File: config.mk
export PLATFORM = sky130hd
export DESIGN_NAME = tx_packet_framer
export DESIGN_NICKNAME = d
export VERILOG_FILES = /design/src/rtl/tx_framer_pkg.sv /design/src/rtl/tx_dibit_shifter.sv /design/src/rtl/tx_packet_framer.sv
export SDC_FILE = /design/constraint.sdc
export NUM_CORES = 1
export LEC_CHECK = 0
export CAP_MARGIN = 10
export CORE_ASPECT_RATIO = 0.9
export CORE_MARGIN = 2
export CORE_UTILIZATION = 57
export DETAILED_ROUTE_END_ITERATION = 16
export MAX_ROUTING_LAYER = met4
export PLACE_DENSITY = 0.8
export SETUP_SLACK_MARGIN = 0.4
export SLEW_MARGIN = 20
export SYNTH_ARGS = -nofsm -noshare
export SYNTH_HDL_FRONTEND = slang
export SYNTH_SLANG_ARGS = --single-unit
File: constraint.sdc
create_clock -name clk -period 2.9 [get_ports clk]
set_clock_uncertainty 0.05 [all_clocks]
set_input_delay 0.435 -clock clk [delete_from_list [all_inputs] [get_ports clk]]
set_output_delay 0.435 -clock clk [all_outputs]
set_load 0.005 [all_outputs]
File: src/rtl/tx_framer_pkg.sv
// rtl/tx_framer_pkg.sv - state type, framing constants and bytewise CRC-8 update for the TX packet framer
package tx_framer_pkg;

    typedef enum logic [2:0] {
        ST_IDLE,
        ST_PRE,
        ST_SFD,
        ST_LEN,
        ST_PAY,
        ST_CRC,
        ST_FIN
    } tx_state_e;

    localparam logic [7:0] PREAMBLE_BYTE = 8'h55;
    localparam logic [7:0] CRC8_POLY     = 8'h07;

    function automatic logic [7:0] crc8_byte(input logic [7:0] crc, input logic [7:0] data);
        logic [7:0] c;
        c = crc ^ data;
        for (int i = 0; i < 8; i++) begin
            c = c[7] ? ({c[6:0], 1'b0} ^ CRC8_POLY) : {c[6:0], 1'b0};
        end
        return c;
    endfunction

endpackage

File: src/rtl/tx_dibit_shifter.sv
// rtl/tx_dibit_shifter.sv - byte-to-dibit serialiser, MSB first, with byte boundary strobe
module tx_dibit_shifter
    import tx_framer_pkg::*;
#(
    parameter logic [1:0] IDLE_SYM = 2'b00
) (
    input  logic       clk,
    input  logic       reset_n,
    input  logic       i_load,
    input  logic [7:0] i_load_data,
    input  logic       i_shift,
    input  logic       i_clear,
    output logic [1:0] o_sym,
    output logic       o_byte_boundary
);

    logic [7:0] r_shift;
    logic [1:0] r_cnt;
    logic [1:0] r_sym;

    // The 4th dibit of a byte leaves on the same strobe that loads the next byte.
    assign o_byte_boundary = i_shift && (r_cnt == 2'd3);
    assign o_sym           = r_sym;

    always_ff @(posedge clk or negedge reset_n) begin
        if (!reset_n) begin
            r_shift <= 8'h00;
            r_cnt   <= 2'd0;
            r_sym   <= IDLE_SYM;
        end else begin
            if (i_clear) begin
                r_sym <= IDLE_SYM;
            end else if (i_shift) begin
                r_sym <= r_shift[7:6];
            end
            if (i_load) begin
                r_shift <= i_load_data;
                r_cnt   <= 2'd0;
            end else if (i_shift) begin
                r_shift <= {r_shift[5:0], 2'b00};
                r_cnt   <= r_cnt + 2'd1;
            end
        end
    end

endmodule

File: src/rtl/tx_packet_framer.sv
// rtl/tx_packet_framer.sv - frames FIFO payload as preamble/SFD/length/payload[/CRC-8] dibit symbols
// Optional trailing CRC-8 byte is enabled by defining TX_CRC_EN.
module tx_packet_framer
    import tx_framer_pkg::*;
#(
    parameter int unsigned PREAMBLE_BYTES = 4,
    parameter logic [7:0]  SFD_BYTE       = 8'hD5,
    parameter logic [1:0]  IDLE_SYM       = 2'b00
) (
    input  logic       clk,
    input  logic       reset_n,
    input  logic       start,
    input  logic [7:0] len_in,
    input  logic       sym_en,
    output logic       rd_req,
    input  logic [7:0] rd_data,
    input  logic       rd_valid,
    output logic [1:0] sym_out,
    output logic       sym_valid,
    output logic       busy,
    output logic       done,
    output logic       underrun
);

    localparam logic [3:0] PRE_N = 4'(PREAMBLE_BYTES);

    tx_state_e  r_state, w_state_nxt;
    logic [7:0] r_len, r_pay_left, r_fetch_left, r_hold;
    logic [3:0] r_pre_cnt;
    logic       r_hold_vld, r_loaded, r_rd_req, r_sym_valid, r_done, r_underrun;
    logic       w_load, w_take_hold, w_underrun_evt, w_fin_drop, w_done_set;
    logic       w_shift, w_clear, w_bnd;
    logic [7:0] w_load_data;
`ifdef TX_CRC_EN
    logic [7:0] r_crc;
`endif

    assign w_shift   = sym_en && (r_state != ST_IDLE) && (r_state != ST_FIN);
    assign w_clear   = w_underrun_evt || w_fin_drop;
    assign rd_req    = r_rd_req;
    assign sym_valid = r_sym_valid;
    assign busy      = (r_state != ST_IDLE);
    assign done      = r_done;
    assign underrun  = r_underrun;

    tx_dibit_shifter #(.IDLE_SYM(IDLE_SYM)) u_shifter (
        .clk             (clk),
        .reset_n         (reset_n),
        .i_load          (w_load),
        .i_load_data     (w_load_data),
        .i_shift         (w_shift),
        .i_clear         (w_clear),
        .o_sym           (sym_out),
        .o_byte_boundary (w_bnd)
    );

    always_comb begin
        w_state_nxt    = r_state;
        w_load         = 1'b0;
        w_load_data    = PREAMBLE_BYTE;
        w_take_hold    = 1'b0;
        w_underrun_evt = 1'b0;
        w_fin_drop     = 1'b0;
        w_done_set     = 1'b0;
        case (r_state)
            ST_IDLE: if (start) begin
                w_load      = 1'b1;
                w_state_nxt = ST_PRE;
            end
            ST_PRE: if (w_bnd) begin
                w_load = 1'b1;
                if (r_pre_cnt == PRE_N) begin
                    w_load_data = SFD_BYTE;
                    w_state_nxt = ST_SFD;
                end
            end
            ST_SFD: if (w_bnd) begin
                w_load      = 1'b1;
                w_load_data = r_len;
                w_state_nxt = ST_LEN;
            end
            ST_LEN, ST_PAY: if (w_bnd) begin
                if (r_pay_left != 8'd0) begin
                    if (r_hold_vld) begin
                        w_load      = 1'b1;
                        w_load_data = r_hold;
                        w_take_hold = 1'b1;
                        w_state_nxt = ST_PAY;
                    end else begin
                        w_underrun_evt = 1'b1;
                        w_state_nxt    = ST_IDLE;
                    end
                end else begin
`ifdef TX_CRC_EN
                    w_load      = 1'b1;
                    w_load_data = r_crc;
                    w_state_nxt = ST_CRC;
`else
                    w_state_nxt = ST_FIN;
`endif
                end
            end
            ST_CRC: if (w_bnd) w_state_nxt = ST_FIN;
            // First strobe in FIN retires the last dibit; done follows once valid is low.
            ST_FIN: if (r_sym_valid) begin
                if (sym_en) w_fin_drop = 1'b1;
            end else begin
                w_done_set  = 1'b1;
                w_state_nxt = ST_IDLE;
            end
            default: w_state_nxt = ST_IDLE;
        endcase
    end

    always_ff @(posedge clk or negedge reset_n) begin
        if (!reset_n) begin
            r_state      <= ST_IDLE;
            r_len        <= 8'h00;
            r_pay_left   <= 8'h00;
            r_fetch_left <= 8'h00;
            r_hold       <= 8'h00;
            r_pre_cnt    <= 4'd0;
            r_hold_vld   <= 1'b0;
            r_loaded     <= 1'b0;
            r_rd_req     <= 1'b0;
            r_sym_valid  <= 1'b0;
            r_done       <= 1'b0;
            r_underrun   <= 1'b0;
        end else begin
            r_state  <= w_state_nxt;
            r_loaded <= w_load;
            r_done   <= w_done_set;
            // One-deep holding register: fetch only once the previous byte has been consumed.
            r_rd_req <= r_loaded && (r_state != ST_IDLE) && !r_hold_vld && (r_fetch_left != 8'd0);
            if (r_rd_req) r_fetch_left <= r_fetch_left - 8'd1;
            if (w_take_hold) begin
                r_hold_vld <= 1'b0;
                r_pay_left <= r_pay_left - 8'd1;
            end else if (rd_valid && (r_state != ST_IDLE)) begin
                r_hold     <= rd_data;
                r_hold_vld <= 1'b1;
            end
            if (w_shift) r_sym_valid <= 1'b1;
            if (w_clear) r_sym_valid <= 1'b0;
            if (w_underrun_evt) r_underrun <= 1'b1;
            if ((r_state == ST_PRE) && w_load) r_pre_cnt <= r_pre_cnt + 4'd1;
            if ((r_state == ST_IDLE) && start) begin
                r_len        <= len_in;
                r_pay_left   <= len_in;
                r_fetch_left <= len_in;
                r_pre_cnt    <= 4'd1;
                r_hold_vld   <= 1'b0;
                r_underrun   <= 1'b0;
            end
        end
    end

`ifdef TX_CRC_EN
    always_ff @(posedge clk or negedge reset_n) begin
        if (!reset_n) begin
            r_crc <= 8'h00;
        end else if ((r_state == ST_IDLE) && start) begin
            r_crc <= 8'h00;
        end else if (w_load && ((r_state == ST_SFD) || w_take_hold)) begin
            r_crc <= crc8_byte(r_crc, w_load_data);
        end
    end
`endif

endmodule
# ---- Yosys cells after proc, flatten, opt, wreduce, memory -nomap -nowiden
# Index checks and enable logic that the tools add are counted.
dict set report word_totals {
  inputBits 21
  regBits 57
}
dict set report classes {
  reduce_logical 26
  add_sub_neg 4
  n_mux 52
  n_eq_ne 16
  bitwise_logic 1
}
# op n
set ops {}
lappend ops {{2-to-1 mux 8 bit} 12}
lappend ops {{2-to-1 mux 3 bit} 9}
lappend ops {{one-hot mux 8 bit (3 select lines)} 1}
lappend ops {{2-to-1 mux 1 bit} 22}
lappend ops {{one-hot mux 3 bit (6 select lines)} 1}
lappend ops {{nonzero test 8 bit} 2}
lappend ops {{subtractor 8 x 1 -> 8 bit, second input constant} 2}
lappend ops {{nonzero test 2 bit} 6}
lappend ops {{equality test 3 bit, second input constant} 3}
lappend ops {{logical AND 1 bit} 9}
lappend ops {{2-to-1 mux 2 bit} 4}
lappend ops {{2-to-1 mux 4 bit} 2}
lappend ops {{!= test 2 x 1 -> 1 bit, second input constant} 4}
lappend ops {{AND reduction 7 bit} 1}
lappend ops {{equality test 3 x 2 -> 1 bit, second input constant} 2}
lappend ops {{!= test 2 bit, second input constant} 3}
lappend ops {{nonzero test 3 bit} 2}
lappend ops {{adder 4 x 1 -> 4 bit, second input constant} 1}
lappend ops {{equality test 4 x 3 -> 1 bit, second input constant} 1}
lappend ops {{OR reduction 2 bit} 2}
lappend ops {{equality test 3 x 1 -> 1 bit, second input constant} 1}
lappend ops {{logical NOT 3 bit} 1}
lappend ops {{!= test 3 bit, second input constant} 1}
lappend ops {{one-hot mux 1 bit (3 select lines)} 1}
lappend ops {{other kinds (6)} 6}

# ---- Logic depth before layout (Yosys ltp)
dict set report logic_depth {
  word_depth 9
  mapped_depth 9
}

# ---- Cells and area by module
# From an unflattened synthesis, not the netlist that was laid out.
dict set report unflattened {
  hier_cells 287
  hier_area_um2 2962.8
}
# mod n_inst cells_each area_per_inst_um2
set by_module_without_submodules {}
lappend by_module_without_submodules {tx_packet_framer 1 238 2408.6}
lappend by_module_without_submodules {tx_dibit_shifter 1 49 554.3}

# ---- Worst setup path after synthesis
# Ideal clock, no wire load.
dict set report synth_timing {
  path_kind {reg2reg}
  startpoint {register r_pay_left[0]}
  endpoint {register r_pre_cnt[0]}
  t_arrival_ns 1.902
  path_slack_ns 0.811
  path_buffers 1
  stages_incl_launch_ff 10
  required_time_ns 2.714
  period_less_slack_ns 2.089
  cell_sequence {dfrtp_1 -> inv_1 -> ha_1 -> nor3b_2 -> a221oi_4 -> nor2_1 -> inv_2 -> buf_2 -> a211oi_1 -> a31oi_1}
}
dict set report synth_between {
  elab_chain_len 6
}
# element line_no
set synth_lines {}
lappend synth_lines {{start, declared} tx_packet_framer.sv:28} ;# logic [7:0] r_len, r_pay_left, r_fetch_left, r_hold;
lappend synth_lines {{start signal, assigned} tx_packet_framer.sv:138} ;# r_pay_left <= r_pay_left - 8'd1;
lappend synth_lines {{start signal, assigned} tx_packet_framer.sv:149} ;# r_pay_left <= len_in;
lappend synth_lines {{nonzero test 8 bit} tx_packet_framer.sv:83} ;# if (r_pay_left != 8'd0) begin
lappend synth_lines {{2-to-1 mux 1 bit} tx_packet_framer.sv:83}
lappend synth_lines {{2-to-1 mux 1 bit} tx_packet_framer.sv:82} ;# ST_LEN, ST_PAY: if (w_bnd) begin
lappend synth_lines {{one-hot mux 1 bit (3 select lines)} tx_packet_framer.sv:65} ;# case (r_state)
lappend synth_lines {{named net u_shifter.i_load} tx_dibit_shifter.sv:9} ;# input logic i_load,
lappend synth_lines {{logical AND 1 bit} tx_packet_framer.sv:146} ;# if ((r_state == ST_PRE) && w_load) r_pre_cnt <= r_pre_cnt + 4'd1;
lappend synth_lines {{nonzero test 2 bit (no line)} -}
lappend synth_lines {{end signal, assigned} tx_packet_framer.sv:146}
lappend synth_lines {{end, declared} tx_packet_framer.sv:29} ;# logic [3:0] r_pre_cnt;
# The timed path passes the listed nets, and every way through them passes these cells.
# A chain may end at the register's enable or synchronous reset.

# ---- Worst setup path after layout
dict set report layout_timing {
  startpoint {register r_state[0]}
  endpoint {register r_pay_left[5]}
}
dict set report layout_between {
  elab_chain_len 7
  word_cells_on_any_way 14
}
# element line_no
set layout_lines {}
lappend layout_lines {{start, declared} tx_packet_framer.sv:27} ;# tx_state_e r_state, w_state_nxt;
lappend layout_lines {{start signal, assigned} tx_packet_framer.sv:130} ;# r_state <= w_state_nxt;
lappend layout_lines {{nonzero test 3 bit} tx_packet_framer.sv:38} ;# assign w_shift = sym_en && (r_state != ST_IDLE) && (r_state != ST_FIN);
lappend layout_lines {{logical AND 1 bit (2 in a row)} tx_packet_framer.sv:38}
lappend layout_lines {{logical AND 1 bit} tx_dibit_shifter.sv:22} ;# assign o_byte_boundary = i_shift && (r_cnt == 2'd3);
lappend layout_lines {{2-to-1 mux 1 bit} tx_packet_framer.sv:82}
lappend layout_lines {{2-to-1 mux 1 bit} tx_packet_framer.sv:65}
lappend layout_lines {{nonzero test 2 bit (no line)} -}
# Several ways; a longest one is shown, not always the timed one.

==> results.txt <==
The tool flagged a number of max-cap violations equal to 0. Synthesis instantiated 50 different standard cells from the library. The slowest stage of the critical path belongs to the cell sky130_fd_sc_hd__or3b_1. The biggest area contributor in the post-synthesis netlist is sky130_fd_sc_hd__dfrtp_1. The relative slew slack came out at a little over two fifths.

The fmax came out at about 0.43 GHz. Data arrives at the worst endpoint at 2.55 ns. The post-CTS resize count is 0. Setup repair after global routing left no endpoint under its margin. For the pin with the worst max-slew slack, the measured transition is 0.835 ns. The initial antenna violation count is 0. The antenna cell count came out at 0. The dominant synthesized flop cell is sky130_fd_sc_hd__dfrtp_1. In this run the horizontal extent of the chip is 78.9 um. The async set or reset register ratio after synthesis came out at 100%. The sequential area share after synthesis came out at 49.6%. The worst hold path belongs to the class in2async. The number of hold-slack violations in the final timing report is 0. The number of global-route vias before repair was roughly 2300. Counting flops and latches in the post-synthesis netlist gives 57. Using the TritonRoute via totals, the vias-per-cell ratio works out to 6.17. The number of buffers created by CTS is 9. The worst path needs 2.35 ns of the cycle, external delays included.

For the worst setup path, the data required time is 3.10 ns. Cells with a size suffix above 1 make up 11.7% of the layout. Once detail routing completed, the nets flagged for antenna violations numbered 0. The total negative setup slack came out at 0 ns. The worst-skew pair later-pin latency came out at 0.33 ns. The length of the first detailed-routing pass in iterations is 7. The total length of routed wires came out at 6.75 mm. The critical path goes through or3b_1 > a221oi_4 > buf_4 > nand2_1 > or4_1 > a31oi_1. The overflow left after global routing is 0. TritonCTS built the clock tree. The congestion estimate from routability-driven global placement came to 0.944. The effective utilization at floorplan came out at between 50% and 60%. Clock tree synthesis selected as its root buffer the cell sky130_fd_sc_hd__clkbuf_8. Clock-pin slew was measured on the worst setup and hold paths at 0.07 ns. The run finished with clean final reports.

The synthesized instance count is 294. The number of warnings issued by yosys came out at 0. The area of the core is ~0.005 mm2. At the end of the flow, the number of nets in the layout was 357. Setup violations remaining at the end of the flow were counted as 0. Global routing consumed, over all layers together, 26.9% of the routing resources. The power per unit of standard cell area came out at 1040 mW/mm2.

The worst path uses 80.9% of the clock period. The average wire length per cell after detail routing came out at 16.9 um. The overall die area is 0.00563 mm2.

By area the synthesized netlist is led by sky130_fd_sc_hd__dfrtp_1 (50%), sky130_fd_sc_hd__nand2_1 (5.7%), sky130_fd_sc_hd__a21oi_1 (4.4%). The number of cell rows is 24. The iteration-0 DRC count of the detailed router came out at 269. The critical path's largest stage delay is 0.52 ns.

The average instance area after synthesis came out at 9.78 um2. The wire length of the first global-routing pass came out at 11.2 mm. Compared with the post-synthesis result, the final layout area differs by 21.3%. The fraction of synthesized cell area taken by the top area cell type is 49.6%.

The worst-case hold slack came out at 0.189 ns. After detailed routing, the number of remaining DRC violations is 0. The cell family contributing the most delay on the critical path is simple AND/OR/NAND/NOR gates. The net count after synthesis is 321. The leakage power of the design is 0.00149 uW. The via count came out at roughly 2500. The number of buffers inserted for hold repair after clock tree synthesis came out at 0. Detailed placement finished with a half-perimeter wire length of 4.70 mm. STA classifies the critical path startpoint as a flip-flop.

The number of enable flip-flop cells after synthesis came out at 0. The count of buffers from port buffering came out at 27. The H-tree was split into 3 levels. For this design, the sink count on the clock tree is 57. 28 I/O pins were placed.

The height of the die came out at 71.4 um. The number of pins exceeding their max-slew limit in the final report came out at 0. The buffers inserted during post-CTS setup optimization came out at 0. By startpoint and endpoint, the worst setup path is classified as reg2reg. No sink is reached through more buffers than the 2 on the longest clock path. Entering global routing, the biggest net connects between 50 and 60 pins. The post-synthesis instance area came out at ~0.0029 mm2. The number of buffers and inverters on the critical path is 1. The sort of element at the end of the critical path is a flip-flop.

Of all nets on the critical path, the largest fanout is 14. VDD sags by at most 0.551 mV.
## per-stage QoR
| step | setup slack [ns] | cell area (um2) | power [uW] | util (%) | cells |
|---|---|---|---|---|---|
| 3_5_place_dp | 0.389 | 3250 | 2750 | 66.8 | 384 |
| 2_1_floorplan | 0.811 | 2880 | 2300 | - | 294 |
| 5_1_grt | 0.402 | 3490 | 3860 | 71.7 | 399 |
| 4_1_cts | 0.521 | 3480 | 3610 | 71.6 | 399 |
| 3_3_place_gp | 0.446 | 3250 | 2690 | 66.8 | 384 |
| 6_report | 0.554 | 3490 | 3640 | 71.7 | 399 |
## power by group
group	total [uW]	switching, uW	leakage [uW]	internal (uW)
registers	1430	294	0.000682	1140
logic	1350	724	0.000691	624
clock network	856	306	0.000116	550
## registers in the layout (all words and copies together) (netlist names)
| signal | cells |
|---|---|
| r_fetch_left | 8 |
| u_shifter.r_shift | 8 |
| r_pay_left | 8 |
| done | 1 |
| underrun | 1 |
| sym_valid | 1 |
| r_hold | 8 |
| r_loaded | 1 |
| rd_req | 1 |
| u_shifter.o_sym | 2 |
| r_hold_vld | 1 |
| r_len | 8 |
| u_shifter.r_cnt | 2 |
| r_state | 3 |
| r_pre_cnt | 4 |
## cells in the mapped netlist, drive strengths merged (3+ instances only)
cell type	number
nor2b	5
o31a	3
a32o	3
a2bb2oi	3
inv	9
a211oi	3
nor2	27
nor3	4
dfrtp	57
nand2	44
o21ai	14
nand3	3
o2bb2ai	3
xor2	7
nor4	3
nand3b	3
o31ai	5
a31oi	6
mux2	9
or3	3
ha	6
a21oi	25
buf	4
xnor2	7
clkbuf	9
## cells in the final DEF (no fill, tap or decap), types with 2 or more instances in the layout
cell and n:
sky130_fd_sc_hd__nor2_1 27, sky130_fd_sc_hd__a2bb2oi_1 3, sky130_fd_sc_hd__buf_4 11, sky130_fd_sc_hd__a31oi_1 6, sky130_fd_sc_hd__o2bb2ai_1 3, sky130_fd_sc_hd__a32oi_1 2, sky130_fd_sc_hd__a32o_1 3, sky130_fd_sc_hd__dfrtp_1 57
sky130_fd_sc_hd__a21oi_1 25, sky130_fd_sc_hd__clkbuf_8 12, sky130_fd_sc_hd__xor2_1 7, sky130_fd_sc_hd__nand2b_1 2, sky130_fd_sc_hd__nor4b_1 2, sky130_fd_sc_hd__o31a_1 3, sky130_fd_sc_hd__nand2_1 44, sky130_fd_sc_hd__o21ai_0 14
sky130_fd_sc_hd__o31ai_1 5, sky130_fd_sc_hd__mux2_2 9, sky130_fd_sc_hd__bufinv_16 2, sky130_fd_sc_hd__nor2b_1 5, sky130_fd_sc_hd__nor3_1 4, sky130_fd_sc_hd__and3_1 2, sky130_fd_sc_hd__nand3b_1 3, sky130_fd_sc_hd__a221o_1 2
sky130_fd_sc_hd__or3_1 3, sky130_fd_sc_hd__nor4_1 2, sky130_fd_sc_hd__ha_1 6, sky130_fd_sc_hd__inv_1 8, sky130_fd_sc_hd__xnor2_1 7, sky130_fd_sc_hd__o22ai_1 2, sky130_fd_sc_hd__clkdlybuf4s50_1 26, sky130_fd_sc_hd__a21o_1 2
sky130_fd_sc_hd__a211oi_1 3, sky130_fd_sc_hd__nand3_1 3
## per-layer routing
layer / vias to the layer above / part of all wire, % / GRT usage, %
met3: 15 / 7.8 / 5.16
met5: - / 0 / -
met4: 0 / 2.3 / 10.9
met2: 115 / 45 / 37.2
li1: 1127 / - / -
met1: 1206 / 45 / 39.4
## logic make-up (layout without fill, tap and decap cells)
| logic type | Yosys count | in the layout | share of synthesized area [%] |
|---|---|---|---|
| AND/OR/NAND/NOR | 105 | 105 | 17.8 |
| AO/OA/AOI/OAI | 81 | 81 | 19.2 |
| flip-flops | 57 | 57 | 49.6 |
| buffers and inverters | 22 | 62 | 3.00 |
| XOR/XNOR | 14 | 14 | 4.26 |
| multiplexers | 9 | 9 | 3.52 |
| adder cells (fa/ha/maj) | 6 | 6 | 2.61 |
## worst reg2reg max path, cell delays in order, from the launching register on
cell and delay, ns:
sky130_fd_sc_hd__dfrtp_1 0.38, sky130_fd_sc_hd__or3b_1 0.52, sky130_fd_sc_hd__a221oi_4 0.36, sky130_fd_sc_hd__buf_4 0.25
sky130_fd_sc_hd__nand2_1 0.13, sky130_fd_sc_hd__or4_1 0.42, sky130_fd_sc_hd__a31oi_1 0.16
## final cells by class
class                           count  area, um2
Sequential cell                    57       1430
Multi-Input combinational cell    215       1370
Clock inverter                      2       60.1
Clock buffer                       13        169
Tap cell                           65       81.3
Timing Repair Buffer               38        348
Fill cell                         365       1380
Inverter                            9       33.8
## worst paths after layout
| path | slack (ns) | to | cells after the start | from |
|---|---|---|---|---|
| max | 0.55 | r_pay_left[5] | 6 | r_state[0] |
| min | 0.19 | r_fetch_left[2] | 2 | reset_n |
| max reg2reg | 0.55 | r_pay_left[5] | 6 | r_state[0] |
| min reg2reg | 0.44 | r_len[5] | 2 | r_len[5] |
| max in group asynchronous | 2.14 | done | 2 | reset_n |
| min in group clk | 0.44 | r_len[5] | 2 | r_len[5] |
(Power assumes the default switching activity.)
